[config.mk]
export PLATFORM = sky130hd
export DESIGN_NAME = if_stage_flat
export DESIGN_NICKNAME = d
export VERILOG_FILES = /design/src/rtl/riscv_pkg.sv /design/src/rtl/if_stage_if.sv /design/src/rtl/if_id_reg.sv /design/src/rtl/if_stage.sv /design/src/flat_wrapper.sv
export SDC_FILE = /design/constraint.sdc
export NUM_CORES = 1
export LEC_CHECK = 0
export CELL_PAD_IN_SITES_DETAIL_PLACEMENT = 1
export CELL_PAD_IN_SITES_GLOBAL_PLACEMENT = 1
export CORE_MARGIN = 1.5
export CORE_UTILIZATION = 30
export DETAILED_ROUTE_END_ITERATION = 7
export GPL_TIMING_DRIVEN = 1
export PLACE_DENSITY = 0.84
export SYNTH_ARGS = -nofsm -noshare
export SYNTH_HDL_FRONTEND = slang
export SYNTH_SLANG_ARGS = --single-unit
[constraint.sdc]
create_clock -name clk -period 2.1 [get_ports clk]
set_input_delay 0.42 -clock clk [delete_from_list [all_inputs] [get_ports clk]]
set_output_delay 0.42 -clock clk [all_outputs]
set_load 0.005 [all_outputs]
[src/rtl/riscv_pkg.sv]
// Shared RV32I constants: widths, bubble encoding, base opcodes and PC step.
// Imported by fetch, decode and the immediate generator.
package riscv_pkg;

  localparam int          XLEN      = 32;
  localparam logic [31:0] NOP_INSTR = 32'h0000_0013;
  localparam int          PC_INC    = 4;

  localparam logic [6:0] OP_LOAD   = 7'b0000011;
  localparam logic [6:0] OP_IMM    = 7'b0010011;
  localparam logic [6:0] OP_STORE  = 7'b0100011;
  localparam logic [6:0] OP_BRANCH = 7'b1100011;

  typedef logic [31:0] instr_t;

endpackage

[src/rtl/if_stage_if.sv]
// Fetch-stage bundle: hazard/redirect controls, instruction memory port and IF/ID outputs.
// master = fetch stage side, slave = surrounding core / memory side.
interface if_stage_if
  import riscv_pkg::*;
#(
  parameter int XLEN = riscv_pkg::XLEN
);
  logic            stall;
  logic            redirect;
  logic [XLEN-1:0] redirect_pc;
  logic [XLEN-1:0] imem_addr;
  instr_t          imem_rdata;
  logic            imem_ready;
  logic [XLEN-1:0] pc_id;
  instr_t          instr_id;
  logic            valid_id;

  modport master (
    input  stall, redirect, redirect_pc, imem_rdata, imem_ready,
    output imem_addr, pc_id, instr_id, valid_id
  );

  modport slave (
    output stall, redirect, redirect_pc, imem_rdata, imem_ready,
    input  imem_addr, pc_id, instr_id, valid_id
  );
endinterface

[src/rtl/if_id_reg.sv]
// IF/ID pipeline register: flush loads a bubble, hold freezes, otherwise loads the fetched word.
// One-cycle register; flush has priority over hold.
module if_id_reg
  import riscv_pkg::*;
#(
  parameter int          XLEN = riscv_pkg::XLEN,
  parameter logic [31:0] NOP  = riscv_pkg::NOP_INSTR
) (
  input  logic            clk,
  input  logic            reset,
  input  logic            flush,
  input  logic            hold,
  input  logic [XLEN-1:0] pc_in,
  input  instr_t          instr_in,
  output logic [XLEN-1:0] pc_id,
  output instr_t          instr_id,
  output logic            valid_id
);

  always_ff @(posedge clk) begin
    if (reset || flush) begin
      pc_id    <= '0;
      instr_id <= NOP;
      valid_id <= 1'b0;
    end else if (!hold) begin
      pc_id    <= pc_in;
      instr_id <= instr_in;
      valid_id <= 1'b1;
    end
  end

endmodule

[src/rtl/if_stage.sv]
// RV32I fetch stage: owns the PC, drives imem_addr combinationally from it, fills IF/ID.
// Fetch-to-decode latency 1 cycle; stall freezes everything, imem wait inserts bubbles.
module if_stage
  import riscv_pkg::*;
#(
  parameter int              XLEN      = riscv_pkg::XLEN,
  parameter logic [XLEN-1:0] RESET_PC  = '0,
  parameter logic [31:0]     NOP_INSTR = riscv_pkg::NOP_INSTR
) (
  input  logic       clk,
  input  logic       reset,
  if_stage_if.master bus
);

  logic [XLEN-1:0] pc;
  logic            flush;

  // A wait state only bubbles IF/ID when the stage is not stalled.
  assign flush         = bus.redirect || (!bus.stall && !bus.imem_ready);
  assign bus.imem_addr = pc;

  always_ff @(posedge clk) begin
    if (reset) begin
      pc <= RESET_PC;
    end else if (bus.redirect) begin
      pc <= {bus.redirect_pc[XLEN-1:2], 2'b00};
    end else if (!bus.stall && bus.imem_ready) begin
      pc <= pc + XLEN'(PC_INC);
    end
  end

  if_id_reg #(
    .XLEN (XLEN),
    .NOP  (NOP_INSTR)
  ) u_if_id_reg (
    .clk      (clk),
    .reset    (reset),
    .flush    (flush),
    .hold     (bus.stall),
    .pc_in    (pc),
    .instr_in (bus.imem_rdata),
    .pc_id    (bus.pc_id),
    .instr_id (bus.instr_id),
    .valid_id (bus.valid_id)
  );

endmodule

[src/flat_wrapper.sv]
// flat-port wrapper written by rule: the top's interface ports become plain ports
module if_stage_flat import riscv_pkg::*;
#(
  parameter int              XLEN      = riscv_pkg::XLEN,
  parameter logic [XLEN-1:0] RESET_PC  = '0,
  parameter logic [31:0]     NOP_INSTR = riscv_pkg::NOP_INSTR
)
  (clk, reset, bus_stall, bus_redirect, bus_redirect_pc, bus_imem_rdata, bus_imem_ready, bus_imem_addr, bus_pc_id, bus_instr_id, bus_valid_id);
  if_stage_if #(.XLEN(XLEN)) bus_i ();
  input  logic clk;
  input  logic reset;
  input wire logic [$bits(bus_i.stall)-1:0] bus_stall;
  input wire logic [$bits(bus_i.redirect)-1:0] bus_redirect;
  input wire logic [$bits(bus_i.redirect_pc)-1:0] bus_redirect_pc;
  input wire logic [$bits(bus_i.imem_rdata)-1:0] bus_imem_rdata;
  input wire logic [$bits(bus_i.imem_ready)-1:0] bus_imem_ready;
  output wire logic [$bits(bus_i.imem_addr)-1:0] bus_imem_addr;
  output wire logic [$bits(bus_i.pc_id)-1:0] bus_pc_id;
  output wire logic [$bits(bus_i.instr_id)-1:0] bus_instr_id;
  output wire logic [$bits(bus_i.valid_id)-1:0] bus_valid_id;
  assign bus_i.stall = bus_stall;
  assign bus_i.redirect = bus_redirect;
  assign bus_i.redirect_pc = bus_redirect_pc;
  assign bus_i.imem_rdata = bus_imem_rdata;
  assign bus_i.imem_ready = bus_imem_ready;
  assign bus_imem_addr = bus_i.imem_addr;
  assign bus_pc_id = bus_i.pc_id;
  assign bus_instr_id = bus_i.instr_id;
  assign bus_valid_id = bus_i.valid_id;
  if_stage #(.XLEN(XLEN), .RESET_PC(RESET_PC), .NOP_INSTR(NOP_INSTR)) u_core (.clk(clk), .reset(reset), .bus(bus_i));
endmodule
Yosys cells after proc, flatten, opt, wreduce, memory -nomap -nowiden:

Index checks and enable logic that the tools add are counted.

* flip-flop bits (word level): 97
* input port bits: 69
* output and inout port bits: 97
* logic and storage cells: 16

* add/sub/neg operators: 1
* muxes and demuxes: 2
* reduce and logical (&&, ||, !) cells: 8

Operators with widths (number)
* 2-to-1 mux 32 bit: 2
* adder 32 x 3 -> 32 bit (second input constant): 1
* logical AND 1 bit: 2
* logical NOT 1 bit: 2
* logical OR 1 bit: 2
* nonzero test 2 bit: 1
* OR reduction 2 bit: 1

Logic depth before layout (Yosys ltp):

* depth in word-level cells: 4
* gate-level depth with buffers: 7
* gate-level depth less buffers: 5

Hierarchy:

Synthesis repeated with hierarchy kept, for this count alone.

* cells, all modules: 438
* area, all modules: 4146.5 µm²

By module, submodules not included
* if_id_reg: instances 1, cells each 211, area each 2333.5 µm², sequential area each 1301.2 µm²
* if_stage: instances 1, cells each 227, area each 1813.0 µm², sequential area each 600.6 µm²

Worst setup path after synthesis:

Ideal clock, no wire load.

* path type: input to register
* start point: in bus_stall
* end point: reg u_core.pc[31] (netlist: u_core.bus.imem_addr[31])
* library setup time: 132 ps
* arrival time: 1768 ps
* data required time: 1968 ps
* setup slack: 200 ps
* cell stages on the path: 7
* path buffers: 3
* path through: buf_2 > and3b_1 > buf_2 > and4_1 > clkbuf_1 > a21oi_1 > or3b_2

* word-level cells in the longest chain between the ends: 3

Ends and longest elaborated chain
* start: declaration: line flat_wrapper.sv:12 `input wire logic [$bits(bus_i.stall)-1:0] bus_stall;`
* logical NOT 1 bit: line if_stage.sv:27 `end else if (!bus.stall && bus.imem_ready) begin`
* logical AND 1 bit: line if_stage.sv:27
* nonzero test 2 bit (no line)
* end signal: assignment: line if_stage.sv:26 `pc <= {bus.redirect_pc[XLEN-1:2], 2'b00};`
* end signal: assignment: line if_stage.sv:28 `pc <= pc + XLEN'(PC_INC);`
* end: declaration: line if_stage.sv:15 `logic [XLEN-1:0] pc;`

No other way between the ends.
A chain may end at the register's enable or synchronous reset.

Final worst setup path:

* start point: reg u_core.pc[3] (netlist: u_core.bus.imem_addr[3])
* end point: reg u_core.pc[20] (netlist: u_core.bus.imem_addr[20])

* word-level cells in the longest chain between the ends: 3

Ends and longest elaborated chain
* adder 32 x 3 -> 32 bit: line if_stage.sv:28
* 2-to-1 mux 32 bit: line if_stage.sv:27
* 2-to-1 mux 32 bit: line if_stage.sv:25 `end else if (bus.redirect) begin`

No other way between the ends. The select of a mux whose other input is x is not followed.

==> key figures <==
Synth
  • Top cell type's share of synthesized area: 45.2%
  • Main synth FF type: dfxtp_1
  • Top-count cell post-synth: dfxtp_1
  • Yosys reg bits: a little over 90
  • Largest area contributor in the netlist: dfxtp_1
  • Top cells by count, synth: dfxtp_1, nor2_1, mux2i_1
  • Cells after synthesis: around 450
  • Seq/Total Area, Yosys: 45.2%
  • EDFF count, synth: 0
  • Post-Syn Area: 4120 um^2
  • Synth warn: 0
  • Asr flop ratio synth: 0%
  • Synth Area per Inst: just over 9 um^2
  • Post-synth cell types: between 50 and 60
  • Cells taking the most area after synthesis: dfxtp_1, mux2i_1, nor2_1, a311oi_1, nand4_1

Routing
  • Vias: 4130
  • Vias per cell: 5.10
  • Per-cell routed wire length: 17.5 um
  • DRC Markers: 0
  • First DRT Iteration DRCs: 145
  • Iteration count of the initial detailed-routing pass: 4
  • ANT nets after route: 0
  • Post-Route WL: 14200 um

Flow run
  • Max Cap Viol: 0

Final layout
  • Final core occ: 48.6%
  • Share of layout cells above drive strength 1: ~12%
  • # diodes: 0
  • Final net count: 700
  • Layout fillers: 1517
  • Area grow syn2layout: 57.4%

Power and ir drop
  • Max VDD drop: 0.420 mV
  • Final Power: 4.23 mW
  • PD cells: between 600 and 700 nW/um^2
  • P_leak: about 2.5 nW

Global route
  • Initial antenna violation count: 0
  • Met1 usage in global routing: 22.9%
  • Busiest grt layer: met2
  • Vias in the first global route: 4464
  • Met3 usage: around 7.4%
  • First-pass GRT wire length: about 23000 um
  • Met2 Use GR: a little over a third
  • Largest net degree at the start of global routing: between 40 and 50
  • GRT Overall Usage: 20.1%
  • Total gr overflow: 0

Timing
  • Final hold violation count: 0
  • Tmin final: 1.93 ns
  • Setup WS post-layout: 0.167 ns
  • Final Slew Violations: 0
  • Fmax: approximately 0.52 GHz
  • RSZ-0062 raised after global routing: false
  • Slew HR: 53.7%
  • Final Cycle Share: 92.0%
  • Least-Margin Pin Slew: between 0.6 and 0.7 ns
  • Worst clock skew: 0.00852 ns
  • Endpoints failing setup: 0

Clocking
  • CTS Buffer Depth: 2
  • # resized after CTS: 0
  • Hold Buf Count CTS: 0
  • CTS tree: yes
  • Num CTS Buffers: 9
  • Post CTS Setup Buffer Count: 0
  • Worst skew pair latency: 0.36 ns
  • Clock transition at path regs: 0.07 ns
  • Root Buffer: clkbuf_16
  • CTS HTree Levels: 3
  • Clk sink count: 93

Placed design
  • Routability congestion estimate: roughly 0.81
  • I/O Buffers: 159
  • Post-place setup slack: -0.215 ns
  • HPWL after DPL: ~11000 um

Setup path
  • Path depth of the worst reg2reg path: 5
  • R2R setup slack: between 0.15 and 0.2 ns
  • CP Launch Type: flop
  • Req. time, crit path: 2.36 ns
  • Worst setup EP type: flop
  • Arr. time, crit path: approximately 2.2 ns
  • CP Max Fanout: 6
  • Setup CP Type: reg -> reg
  • Crit path from: u_core.bus.imem_addr[3]
  • Worst R2R End: u_core.bus.imem_addr[20]
  • Reg2reg start: u_core.bus.imem_addr[3]

Run status
  • Status: finished, final reports clean

Die
  • Die area: 14500 um^2
  • Die Wd: approximately 120 um
  • Area of the core: 13300 um^2
  • IO Pins: 166
  • Initial core utilization: 30.9%
  • Die height: 120 um
  • Row cnt: 42

Worst hold path
  • Worst Hold Class: reg -> reg
  • Hold_sp: u_core.u_if_id_reg.valid_id
  • Worst Hold Depth: 2
  • WHS Endpoint: u_core.u_if_id_reg.valid_id
## layout make-up
| cell class | count | area, um^2 | area share [%] |
|---|---|---|---|
| Timing Repair Buffer | 204 | 1960 | 30.3 |
| Clock inverter | 4 | 47.5 | 0.733 |
| Multi-Input combinational cell | 311 | 2100 | 32.4 |
| Tap cell | 176 | 220 | 3.39 |
| Sequential cell | 93 | 1860 | 28.7 |
| Clock buffer | 11 | 253 | 3.89 |
| Inverter | 11 | 41.3 | 0.636 |
## worst max-delay path: stages, from the launching register on
cell,delay (ns)
dfxtp_1,0.45
ha_2,0.28
and3_1,0.27
nand4_1,0.20
or3_1,0.35
a311oi_1,0.28
## placed cells by master, fill, tap and decap left out, drive strengths merged, types with 2 or more instances in the layout
cell type	instances
conb	4
clkbuf	11
nand3	10
clkinv	2
a211oi	11
o31ai	5
a2111oi	7
nor2b	8
nand2	18
and3	8
xor2	4
nor4	5
or3	3
o211ai	2
dfxtp	93
nand4	16
o21ai	5
or4	6
inv	11
a311oi	13
buf	46
a311o	3
and4	9
a211o	3
mux2i	60
nand3b	2
nor3	6
and2	2
clkdlybuf4s50	158
xnor2	4
a21oi	5
nor2	82
## state kept, by name (all words and copies together), names as in the netlist
signal                       cells
u_core.u_if_id_reg.pc_id        30
u_core.u_if_id_reg.instr_id     32
u_core.bus.imem_addr            30
u_core.u_if_id_reg.valid_id      1
## metal layers
layer | vias up | share of wire [%]
met5 | - | 0
met4 | 0 | 1.4
met3 | 15 | 7.7
met2 | 132 | 51
met1 | 2005 | 40
li1 | 1978 | -
## power breakdown
| group | leakage, nW | switching, mW | total (mW) | internal, mW |
|---|---|---|---|---|
| registers | 0.760 | 0.0779 | 1.91 | 1.83 |
| clock network | 0.147 | 0.706 | 1.68 | 0.977 |
| logic | 1.60 | 0.262 | 0.638 | 0.376 |
## metrics by stage
stage,setup TNS [ns],cell area (um^2),std cells,hold WS (ns)
floorplan,0,4130,450,0.447
global placement,-0.871,6170,795,0.437
global route,0,6490,810,0.494
CTS,0,6470,810,0.465
detailed placement,-2.84,6170,795,0.448
finish,0,6490,810,0.457
## logic make-up (layout without fill, tap and decap cells)
kind of cell | Yosys count | in the layout | synth area share [%]
AO/OA/AOI/OAI | 57 | 57 | 10.6
XOR/XNOR | 8 | 8 | 1.70
adder cells (fa/ha/maj) | 1 | 1 | 0.303
buffers and inverters | 46 | 230 | 4.76
flip-flops | 93 | 93 | 45.2
multiplexers | 60 | 60 | 14.6
other | 1 | 4 | 0.0910
AND/OR/NAND/NOR | 181 | 181 | 22.8
## worst max path at each step
stage                               endpoint  slack [ns]  cells after the start
finish              u_core.bus.imem_addr[20]        0.17                      5
global route        u_core.bus.imem_addr[30]       0.005                      6
CTS                 u_core.bus.imem_addr[24]        0.09                      6
detailed placement  u_core.bus.imem_addr[24]       -0.22                      6
global placement    u_core.bus.imem_addr[31]       -0.11                      5
floorplan           u_core.bus.imem_addr[31]        0.20                      7
(Power assumes the default switching activity.)
